<file path="config.mk">
export PLATFORM = sky130hd
export DESIGN_NAME = corral_game_engine
export DESIGN_NICKNAME = d
export VERILOG_FILES = /design/src/rtl/corral_game_engine.sv
export SDC_FILE = /design/constraint.sdc
export NUM_CORES = 1
export LEC_CHECK = 0
export ABC_AREA = 1
export BUFFER_PORTS_ARGS = -buffer_cell sky130_fd_sc_hd__buf_4
export CAP_MARGIN = 20
export CELL_PAD_IN_SITES_DETAIL_PLACEMENT = 0
export CELL_PAD_IN_SITES_GLOBAL_PLACEMENT = 1
export CORE_MARGIN = 1
export CORE_UTILIZATION = 46
export DETAILED_ROUTE_END_ITERATION = 8
export PLACE_DENSITY = 0.8
export SLEW_MARGIN = 20
export SYNTH_ARGS = -nofsm -noshare
export SYNTH_HDL_FRONTEND = slang
export SYNTH_SLANG_ARGS = --single-unit
</file>
<file path="constraint.sdc">
create_clock -name clock -period 2.9 [get_ports clock]
set_clock_uncertainty 0.15 [all_clocks]
set_input_delay 0.145 -clock clock [delete_from_list [all_inputs] [get_ports clock]]
set_output_delay 0.145 -clock clock [all_outputs]
set_load 0.01 [all_outputs]
</file>
<file path="src/rtl/corral_game_engine.sv">
// corral_game_engine
//   Plays one cowboy-versus-horse game per start on a 2**X_BITS by
//   2**Y_BITS board. On each move, the cowboy steps in the direction
//   latched from `move`. The horse then steps in a pseudo-random
//   direction taken from a free-running 16-bit LFSR. The game is won
//   when the cowboy lands on the horse. It is lost when the turn
//   budget MAX_TURNS is used up.
//
// Ports
//   clock     in   rising-edge system clock
//   reset_n   in   asynchronous active-low reset
//   enter     in   move strobe (accepted only while ready=1)
//   move      in   direction code, valid with enter
//                  0=N 1=NE 2=E 3=SE 4=S 5=SW 6=W 7=NW; y grows downward
//   cowboy_x  out  cowboy column
//   cowboy_y  out  cowboy row
//   horse_x   out  horse column
//   horse_y   out  horse row
//   turn      out  completed turns in this game
//   ready     out  enter will be accepted on the next edge
//   gameover  out  game finished
//   lostwon   out  1 = won, 0 = lost; meaningful only while gameover=1
module corral_game_engine #(
  parameter int unsigned X_BITS    = 2,
  parameter int unsigned Y_BITS    = 2,
  parameter int unsigned TURN_BITS = 4,
  parameter int unsigned MAX_TURNS = 15,
  parameter logic [15:0] LFSR_SEED = 16'hACE1
) (
  input  logic                 clock,
  input  logic                 reset_n,
  input  logic                 enter,
  input  logic [2:0]           move,
  output logic [X_BITS-1:0]    cowboy_x,
  output logic [Y_BITS-1:0]    cowboy_y,
  output logic [X_BITS-1:0]    horse_x,
  output logic [Y_BITS-1:0]    horse_y,
  output logic [TURN_BITS-1:0] turn,
  output logic                 ready,
  output logic                 gameover,
  output logic                 lostwon
);

  localparam logic [X_BITS-1:0]    X_MAX    = '1;
  localparam logic [Y_BITS-1:0]    Y_MAX    = '1;
  localparam logic [TURN_BITS-1:0] TURN_SAT = '1;
  localparam logic [TURN_BITS-1:0] TURN_END = TURN_BITS'(MAX_TURNS);

  typedef enum logic [2:0] {
    ST_READY,
    ST_COWBOY,
    ST_HORSE,
    ST_CHECK,
    ST_OVER
  } state_e;

  state_e                state_q,   state_d;
  logic [X_BITS-1:0]     cow_x_q,   cow_x_d;
  logic [Y_BITS-1:0]     cow_y_q,   cow_y_d;
  logic [X_BITS-1:0]     hor_x_q,   hor_x_d;
  logic [Y_BITS-1:0]     hor_y_q,   hor_y_d;
  logic [TURN_BITS-1:0]  turn_q,    turn_d;
  logic [2:0]            move_q,    move_d;
  logic                  lostwon_q, lostwon_d;
  logic                  ready_q,   ready_d;
  logic                  over_q,    over_d;
  logic [15:0]           lfsr_q,    lfsr_d;

  // Candidate positions, clamped per axis before any register write.
  logic [X_BITS-1:0]     cow_nx;
  logic [Y_BITS-1:0]     cow_ny;
  logic [X_BITS-1:0]     hor_tx;
  logic [Y_BITS-1:0]     hor_ty;

  // One step along x. A step that would leave the board keeps the
  // current column (no wrap).
  function automatic logic [X_BITS-1:0] step_x(input logic [X_BITS-1:0] x,
                                               input logic [2:0]        dir);
    logic [X_BITS-1:0] r;
    r = x;
    case (dir)
      3'd1, 3'd2, 3'd3: if (x != X_MAX) r = x + X_BITS'(1);
      3'd5, 3'd6, 3'd7: if (x != '0)    r = x - X_BITS'(1);
      default:          r = x;
    endcase
    return r;
  endfunction

  // One step along y; north decreases y.
  function automatic logic [Y_BITS-1:0] step_y(input logic [Y_BITS-1:0] y,
                                               input logic [2:0]        dir);
    logic [Y_BITS-1:0] r;
    r = y;
    case (dir)
      3'd3, 3'd4, 3'd5: if (y != Y_MAX) r = y + Y_BITS'(1);
      3'd7, 3'd0, 3'd1: if (y != '0)    r = y - Y_BITS'(1);
      default:          r = y;
    endcase
    return r;
  endfunction

  always_comb begin
    cow_nx = step_x(cow_x_q, move_q);
    cow_ny = step_y(cow_y_q, move_q);
    hor_tx = step_x(hor_x_q, lfsr_q[2:0]);
    hor_ty = step_y(hor_y_q, lfsr_q[2:0]);
  end

  always_comb begin
    state_d   = state_q;
    cow_x_d   = cow_x_q;
    cow_y_d   = cow_y_q;
    hor_x_d   = hor_x_q;
    hor_y_d   = hor_y_q;
    turn_d    = turn_q;
    move_d    = move_q;
    lostwon_d = lostwon_q;
    // Taps 16,14,13,11. The LFSR runs in every state, so the horse's
    // direction depends on when the player moves.
    lfsr_d    = {lfsr_q[14:0], lfsr_q[15] ^ lfsr_q[13] ^ lfsr_q[12] ^ lfsr_q[10]};

    case (state_q)
      ST_READY: begin
        if (enter) begin
          move_d  = move;
          state_d = ST_COWBOY;
        end
      end

      ST_COWBOY: begin
        cow_x_d = cow_nx;
        cow_y_d = cow_ny;
        if (cow_nx == hor_x_q && cow_ny == hor_y_q) begin
          lostwon_d = 1'b1;
          state_d   = ST_OVER;
        end else begin
          state_d   = ST_HORSE;
        end
      end

      ST_HORSE: begin
        // The horse never steps onto the cowboy. This keeps the
        // "shared cell means win" rule unambiguous.
        if (!(hor_tx == cow_x_q && hor_ty == cow_y_q)) begin
          hor_x_d = hor_tx;
          hor_y_d = hor_ty;
        end
        if (turn_q != TURN_SAT) begin
          turn_d = turn_q + TURN_BITS'(1);
        end
        state_d = ST_CHECK;
      end

      ST_CHECK: begin
        if (turn_q == TURN_END) begin
          lostwon_d = 1'b0;
          state_d   = ST_OVER;
        end else begin
          state_d   = ST_READY;
        end
      end

      ST_OVER: begin
        if (enter) begin
          cow_x_d   = '0;
          cow_y_d   = '0;
          hor_x_d   = X_MAX;
          hor_y_d   = Y_MAX;
          turn_d    = '0;
          lostwon_d = 1'b0;
          state_d   = ST_READY;
        end
      end

      default: state_d = ST_READY;
    endcase

    // Status flags are decoded from the next state, so they come out of
    // flops aligned with the state register.
    ready_d = (state_d == ST_READY) || (state_d == ST_OVER);
    over_d  = (state_d == ST_OVER);
  end

  always_ff @(posedge clock or negedge reset_n) begin
    if (!reset_n) begin
      state_q   <= ST_READY;
      cow_x_q   <= '0;
      cow_y_q   <= '0;
      hor_x_q   <= X_MAX;
      hor_y_q   <= Y_MAX;
      turn_q    <= '0;
      move_q    <= '0;
      lostwon_q <= 1'b0;
      ready_q   <= 1'b1;
      over_q    <= 1'b0;
      lfsr_q    <= LFSR_SEED;
    end else begin
      state_q   <= state_d;
      cow_x_q   <= cow_x_d;
      cow_y_q   <= cow_y_d;
      hor_x_q   <= hor_x_d;
      hor_y_q   <= hor_y_d;
      turn_q    <= turn_d;
      move_q    <= move_d;
      lostwon_q <= lostwon_d;
      ready_q   <= ready_d;
      over_q    <= over_d;
      lfsr_q    <= lfsr_d;
    end
  end

  assign cowboy_x = cow_x_q;
  assign cowboy_y = cow_y_q;
  assign horse_x  = hor_x_q;
  assign horse_y  = hor_y_q;
  assign turn     = turn_q;
  assign ready    = ready_q;
  assign gameover = over_q;
  assign lostwon  = lostwon_q;

endmodule

</file>
==> results_dict.tcl, run 1 <==
set metrics [dict create \
    outcome "finished, final reports clean" \
    port_buffers 20 \
    r2r_start "lfsr_q[0]$_DFF_PN1_" \
    wirelength_um 3850 \
    crit_family "simple AND/OR/NAND/NOR gates" \
    dp_hpwl_um 2850 \
    reg2reg_setup_slack_ns 1.14 \
    crit_path_end_kind "register" \
    cp_max_fo 5 \
    clockBufferDepth 2 \
    area_growth_pct 19.2 \
    dr.pass1.iters 5 \
    hp-class "primary input to async pin" \
    synth.avg_cell_area_um2 8.39 \
    fmax_mhz 568 \
    layout_commonest_cell "nand2_1" \
    final_layout_size_suffix_gt1_frac 0.261 \
    grt_overflow 0 \
    clock_latency_ns 0.29 \
    p_leak_uw 0.00111 \
    vias 1516 \
    crit_slowest_cell "dfstp_2" \
    r2r_cells 11 \
    drtIter0Drc 83 \
    cellPowerDensity_nw_per_um2 1040 \
    grt_pass1_vias 1442 \
    cts_inserted_buffers 5 \
    cts_setup_buffers 0 \
    critPathKind "register to register" \
    slowest_delay_ns 0.57 \
    grt_max_degree 38 \
    h-tree-depth 2 \
    fp.coreArea_um2 3740 \
    syn_nets 227 \
    via_per_inst 5.04 \
    routedWlPerCell_um 12.8 \
    grt_first_pass_wirelength_um 6690 \
    slew_viol_final 0 \
    synth_edf_count 0 \
    total_power_uw 2290 \
    ys_warn_count 0 \
    synth_ff_type "dfrtp_1" \
    yosysSeqAreaShare 0.511 \
    synth_cell_types 30 \
    cts_root_buf "clkbuf_8" \
    tightest_slew_ns 0.472 \
    crit_chain "nand2_1, nand2_1, o21ai_0, nand3b_1, nand3_1, nand2_1, nand2_1, nand3_2, nand2_2, nand2_1, nand2_1" \
    antenna_found_initial 0 \
    tns_ns 0 \
    clock_sinks 37 \
    start_kind "register" \
    diodes 0 \
    setup_viol 0 \
    grt_use_total 0.214 \
    ios 21 \
    crit_arrival_ns 1.85 \
    fin_nets 259 \
    synthArstFlopShare 1.00 \
    cts_tree "done" \
    period_minus_slack_ns 1.76 \
    antenna_left 0 \
    crit_cells 11 \
    rsz0062_at_grt "no" \
    die-width_um 65.3 \
    path_clk_slew_ns 0.07 \
    netlist_area_um2 1850 \
    fp.dieArea_um2 4270 \
    ys_ff_latch 37 \
    ir_worst_vdd_v 0.000590 \
    postSynthCellCount 220 \
    cp.required_ns 2.98 \
    crit_top_cell "nand2_1" \
    final_cell_mix "nand2_1, inv_1, dfrtp_1" \
    drv_cap 0 \
    drc 0 \
    dieHeight_um 65.3 \
    maxSlewHeadroom 0.685 \
    r2r-end "horse_y[1]$_DFFE_PN1P_" \
    rows 22 \
    initial_utilization 0.493 \
    timing.critical_path.buf_inv 0 \
    gp_congestion 0.871 \
    fin_crit_sh 0.608 \
    finalHoldViolCount 0 \
]
-- state kept, by name (all words and copies together) (netlist names) --
| name | count |
|---|---|
| lfsr_q | 16 |
| cowboy_x | 2 |
| cowboy_y | 2 |
| move_q | 3 |
| gameover | 1 |
| horse_y | 2 |
| lostwon | 1 |
| state_q | 3 |
| horse_x | 2 |
| ready | 1 |
| turn | 4 |
-- kinds of logic (layout without fill, tap and decap cells) --
| logic type | after synthesis | in the layout | share of synthesized area |
|---|---|---|---|
| AND/OR/NAND/NOR | 121 | 121 | 0.316 |
| XOR/XNOR | 3 | 3 | 0.0142 |
| multiplexers | 1 | 1 | 0.00610 |
| AO/OA/AOI/OAI | 26 | 26 | 0.0834 |
| flip-flops | 37 | 37 | 0.511 |
| buffers and inverters | 31 | 64 | 0.0630 |
| adder cells (fa/ha/maj) | 1 | 1 | 0.00678 |
-- power by group --
group | internal [µW] | switching [µW]
registers | 662 | 155
logic | 422 | 680
clock network | 193 | 181
total | 1280 | 1020
-- metrics by stage --
stage | instance area [µm²] | std cells | util | hold slack [ns] | worst slack, ns
floorplan | 1850 | 220 | - | -0.301 | 1.29
finish | 2200 | 301 | 0.588 | 0.202 | 1.14
CTS | 2200 | 301 | 0.588 | 0.207 | 1.11
global placement | 2060 | 288 | 0.549 | -0.0299 | 1.13
global route | 2200 | 301 | 0.588 | 0.210 | 0.920
detailed placement | 2060 | 288 | 0.549 | -0.0119 | 1.15
-- repair_timing --
item                       CTS  global route
resized for setup            0             0
hold endpoints to repair    29             0
hold buffers                 5             0
setup endpoints to repair    0             0
-- how the worst max path moves through the flow --
stage	end	startpoint	slack, ns
floorplan	horse_y[1]$_DFFE_PN1P_	horse_x[1]$_DFFE_PN1P_	1.29
global placement	lostwon$_DFFE_PN0P_	move_q[0]$_DFFE_PN0P_	1.13
detailed placement	horse_y[0]$_DFFE_PN1P_	lfsr_q[0]$_DFF_PN1_	1.15
CTS	horse_y[1]$_DFFE_PN1P_	lfsr_q[0]$_DFF_PN1_	1.11
global route	horse_y[1]$_DFFE_PN1P_	lfsr_q[0]$_DFF_PN1_	0.92
finish	horse_y[1]$_DFFE_PN1P_	lfsr_q[0]$_DFF_PN1_	1.14
-- synth_stat cells, types with 2 or more instances --
library cell  count  area, µm²
inv_2             3       11.3
inv_1            27        101
nor2_2            3       18.8
nand4_1           3       18.8
a21oi_1           3       15.0
o21ai_0          10       50.1
o21ai_1           3       15.0
nand3_2           6       60.1
o22ai_1           3       18.8
nor2_4            2       22.5
nor2_1           10       37.5
dfstp_2          13        342
nand3_1          22        110
nand2_2           8       50.1
xnor2_1           2       17.5
o211ai_1          3       22.5
nand2_1          63        236
dfrtp_1          24        601
-- area by class of cell --
type / count / area (µm²)
Fill cell: 345 / 1540
Sequential cell: 37 / 942
Multi-Input combinational cell: 152 / 787
Timing Repair Buffer: 25 / 200
Inverter: 31 / 116
Clock buffer: 7 / 86.3
Tap cell: 48 / 60.1
Clock inverter: 1 / 7.51
-- worst register-to-register path, delay by kind of cell, from the launching register on --
kind / cells / cell delay, ns
and+or+nand+nor: 10 / 0.91
DFF: 1 / 0.57
AOI/OAI and AO/OA: 1 / 0.09
-- layer usage --
layer / wire [µm] / global-route usage
met5: 0 / 0
met4: 56 / 0.0788
met3: 121 / 0.0521
met2: 1820 / 0.347
met1: 1860 / 0.276
No activity file was read; power rests on OpenSTA's default activity.
==> run 2, diff against run 1 <==
--- a/config.mk
+++ b/config.mk
@@ -5,15 +5,15 @@
 export SDC_FILE = /design/constraint.sdc
 export NUM_CORES = 1
 export LEC_CHECK = 0
-export ABC_AREA = 1
+export ABC_AREA = 0
 export BUFFER_PORTS_ARGS = -buffer_cell sky130_fd_sc_hd__buf_4
 export CAP_MARGIN = 20
 export CELL_PAD_IN_SITES_DETAIL_PLACEMENT = 0
 export CELL_PAD_IN_SITES_GLOBAL_PLACEMENT = 1
 export CORE_MARGIN = 1
-export CORE_UTILIZATION = 46
+export CORE_UTILIZATION = 45
 export DETAILED_ROUTE_END_ITERATION = 8
-export PLACE_DENSITY = 0.8
+export PLACE_DENSITY = 0.75
 export SLEW_MARGIN = 20
 export SYNTH_ARGS = -nofsm -noshare
 export SYNTH_HDL_FRONTEND = slang
==> constraint.sdc (replaced) <==
create_clock -name clock -period 1.7 [get_ports clock]
set_clock_uncertainty 0.15 [all_clocks]
set_input_delay 0.085 -clock clock [delete_from_list [all_inputs] [get_ports clock]]
set_output_delay 0.085 -clock clock [all_outputs]
set_load 0.01 [all_outputs]
==> results_dict.tcl, run 2 <==
set metrics [dict create \
    start_kind "register" \
    critPathKind "register to register" \
    grt_overflow 0 \
    cellPowerDensity_nw_per_um2 1640 \
    diodes 0 \
    fp.dieArea_um2 4270 \
    synth_cell_types 47 \
    syn_nets 181 \
    cp.required_ns 1.77 \
    synth_area_leader_cell "dfrtp_1" \
    cts_root_buf "clkbuf_8" \
    synth_edf_count 0 \
    grt_pass1_vias 1382 \
    p_leak_uw 0.00113 \
    yosysSeqAreaShare 0.521 \
    area_growth_pct 38.2 \
    slew_viol_final 0 \
    grt_first_pass_wirelength_um 6530 \
    crit_path_end_kind "register" \
    p_clk_frac 0.150 \
    fin_nets 237 \
    outcome "finished, violations left" \
    drtIter0Drc 52 \
    top_register "lfsr_q" \
    seqPwrFrac 0.340 \
    grt_max_degree 38 \
    drc 0 \
    clock_sinks 37 \
    fin_cells 279 \
    synthArstFlopShare 1.00 \
    tightest_slew_ns 0.455 \
    grt_use_total 0.205 \
    gp_congestion 0.780 \
    fin_crit_sh 1.25 \
    rsz0062_at_grt "yes" \
    dr.pass1.iters 4 \
    place_area_um2 2230 \
    period_minus_slack_ns 2.12 \
    ys_warn_count 0 \
    via_per_inst 5.33 \
    finalHoldViolCount 0 \
    comb_power_share 0.511 \
    p_switching_uw 1560 \
    vias 1487 \
    wirelength_um 3940 \
    antenna_left 0 \
    rows 22 \
    fmax_mhz 471 \
    fp.coreArea_um2 3740 \
    cts_inserted_buffers 5 \
    synth_ff_type "dfrtp_1" \
    final_area_um2 2500 \
    synth.avg_cell_area_um2 10.4 \
    port_buffers 20 \
    p_sw_frac 0.380 \
    clock_latency_ns 0.29 \
    layout_commonest_cell "buf_4" \
    path_clk_slew_ns 0.08 \
    maxSlewHeadroom 0.697 \
    final_cell_mix "buf_4, dfrtp_1, nor2_1" \
    postSynthCellCount 174 \
    initial_utilization 0.483 \
    crit_slowest_cell "dfstp_2" \
    ir_worst_vdd_v 0.000887 \
    die-width_um 65.4 \
    routedWlPerCell_um 14.1 \
    final_layout_size_suffix_gt1_frac 0.455 \
    place_ws_ns -0.377 \
    violations "setup timing" \
    synth.most_common_cell "dfrtp_1" \
    largest_register_ffs 16 \
    p_int_uw 2540 \
    h-tree-depth 2 \
    dp_hpwl_um 2860 \
    total_power_uw 4090 \
    cts_tree "done" \
    crit_arrival_ns 2.19 \
    hp-class "primary input to async pin" \
    cp_max_fo 5 \
    clockBufferDepth 2 \
    netlist_area_um2 1810 \
    synth_top_area_frac 0.332 \
    crit_chain "nor2_4, o31a_1, or3_1, a211oi_2, a21o_2, mux2i_1" \
    synth_area_leaders "dfrtp_1, dfstp_2, nor2_1" \
    drv_cap 0 \
    placed_cells 263 \
    dieHeight_um 65.4 \
    final.setup.worst_slack_ns -0.424 \
    synth_common_cells "dfrtp_1, nor2_1, dfstp_2" \
    ys_ff_latch 37 \
    slowest_delay_ns 0.60 \
    antenna_found_initial 0 \
    setup_viol 9 \
    ios 21 \
]
run 2: layout make-up:
cell class | count | area, µm²
clock buffers | 5 | 68.8
clock inverters | 3 | 22.5
fillers | 316 | 1250
inverters | 3 | 11.3
multi-input cells | 126 | 935
flip-flops and latches | 37 | 943
well taps | 48 | 60.1
repair buffers | 57 | 457
run 2: timing repair:
| action | 4_1_cts | 5_1_grt |
|---|---|---|
| resized for setup | 8 | 15 |
| hold buffers | 5 | 0 |
| setup buffers | 2 | 1 |
| pin swaps | 4 | 9 |
| endpoints found under the setup margin | 9 | 14 |
| hold endpoints to repair | 42 | 0 |
run 2: per-stage QoR:
stage           util  setup TNS, ns  hold slack, ns
6_report       0.667          -2.00           0.133
5_1_grt        0.667          -2.59           0.181
4_1_cts        0.647          -1.88           0.143
3_5_place_dp   0.597          -2.29         -0.0814
3_3_place_gp   0.597          -1.98         -0.0898
2_1_floorplan      -          -1.22          -0.361
run 2: layer usage:
metal	share of wire	track usage	vias to the layer above
li1	-	-	727
met1	0.48	0.271	730
met4	0.020	0.0897	0
met2	0.47	0.320	23
met5	0	0	-
met3	0.030	0.0486	7
run 2: kinds of logic after synthesis:
kind of cell,count (synthesis),synth area share
flip-flops,37,0.521
AND/OR/NAND/NOR,67,0.200
XOR/XNOR,9,0.0436
multiplexers,7,0.0409
buffers and inverters,11,0.0263
adder cells (fa/ha/maj),2,0.0125
AO/OA/AOI/OAI,41,0.155
run 2: final timing paths:
path	startpoint	end	slack (ns)	depth (start not counted)
worst max register to register	lfsr_q[0]$_DFF_PN1_	horse_y[1]$_DFFE_PN1P_	-0.42	6
worst min-delay path	reset_n	lfsr_q[12]$_DFF_PN0_	0.13	2
worst max-delay path	lfsr_q[0]$_DFF_PN1_	horse_y[1]$_DFFE_PN1P_	-0.42	6
max in group asynchronous	reset_n	horse_y[1]$_DFFE_PN1P_	0.91	2
worst min register to register	lfsr_q[9]$_DFF_PN0_	lfsr_q[10]$_DFF_PN1_	0.21	0
min in group clock	lfsr_q[9]$_DFF_PN0_	lfsr_q[10]$_DFF_PN1_	0.21	0
run 2: power by group through the flow:
stage               registers, µW  clock network [µW]  logic [µW]
global route                 1430                 670        2270
finish                       1390                 613        2090
detailed placement           1380                   0        1870
CTS                          1370                 633        1990
global placement             1360                   0        1830
floorplan                    1400                   0        1070
run 2: critical path, delay by kind of cell, from the launching register on:
kind,cells,cell delay (ns)
and+or+nand+nor,2,0.39
muxes,1,0.19
AOI/OAI and AO/OA,3,0.72
DFF,1,0.60
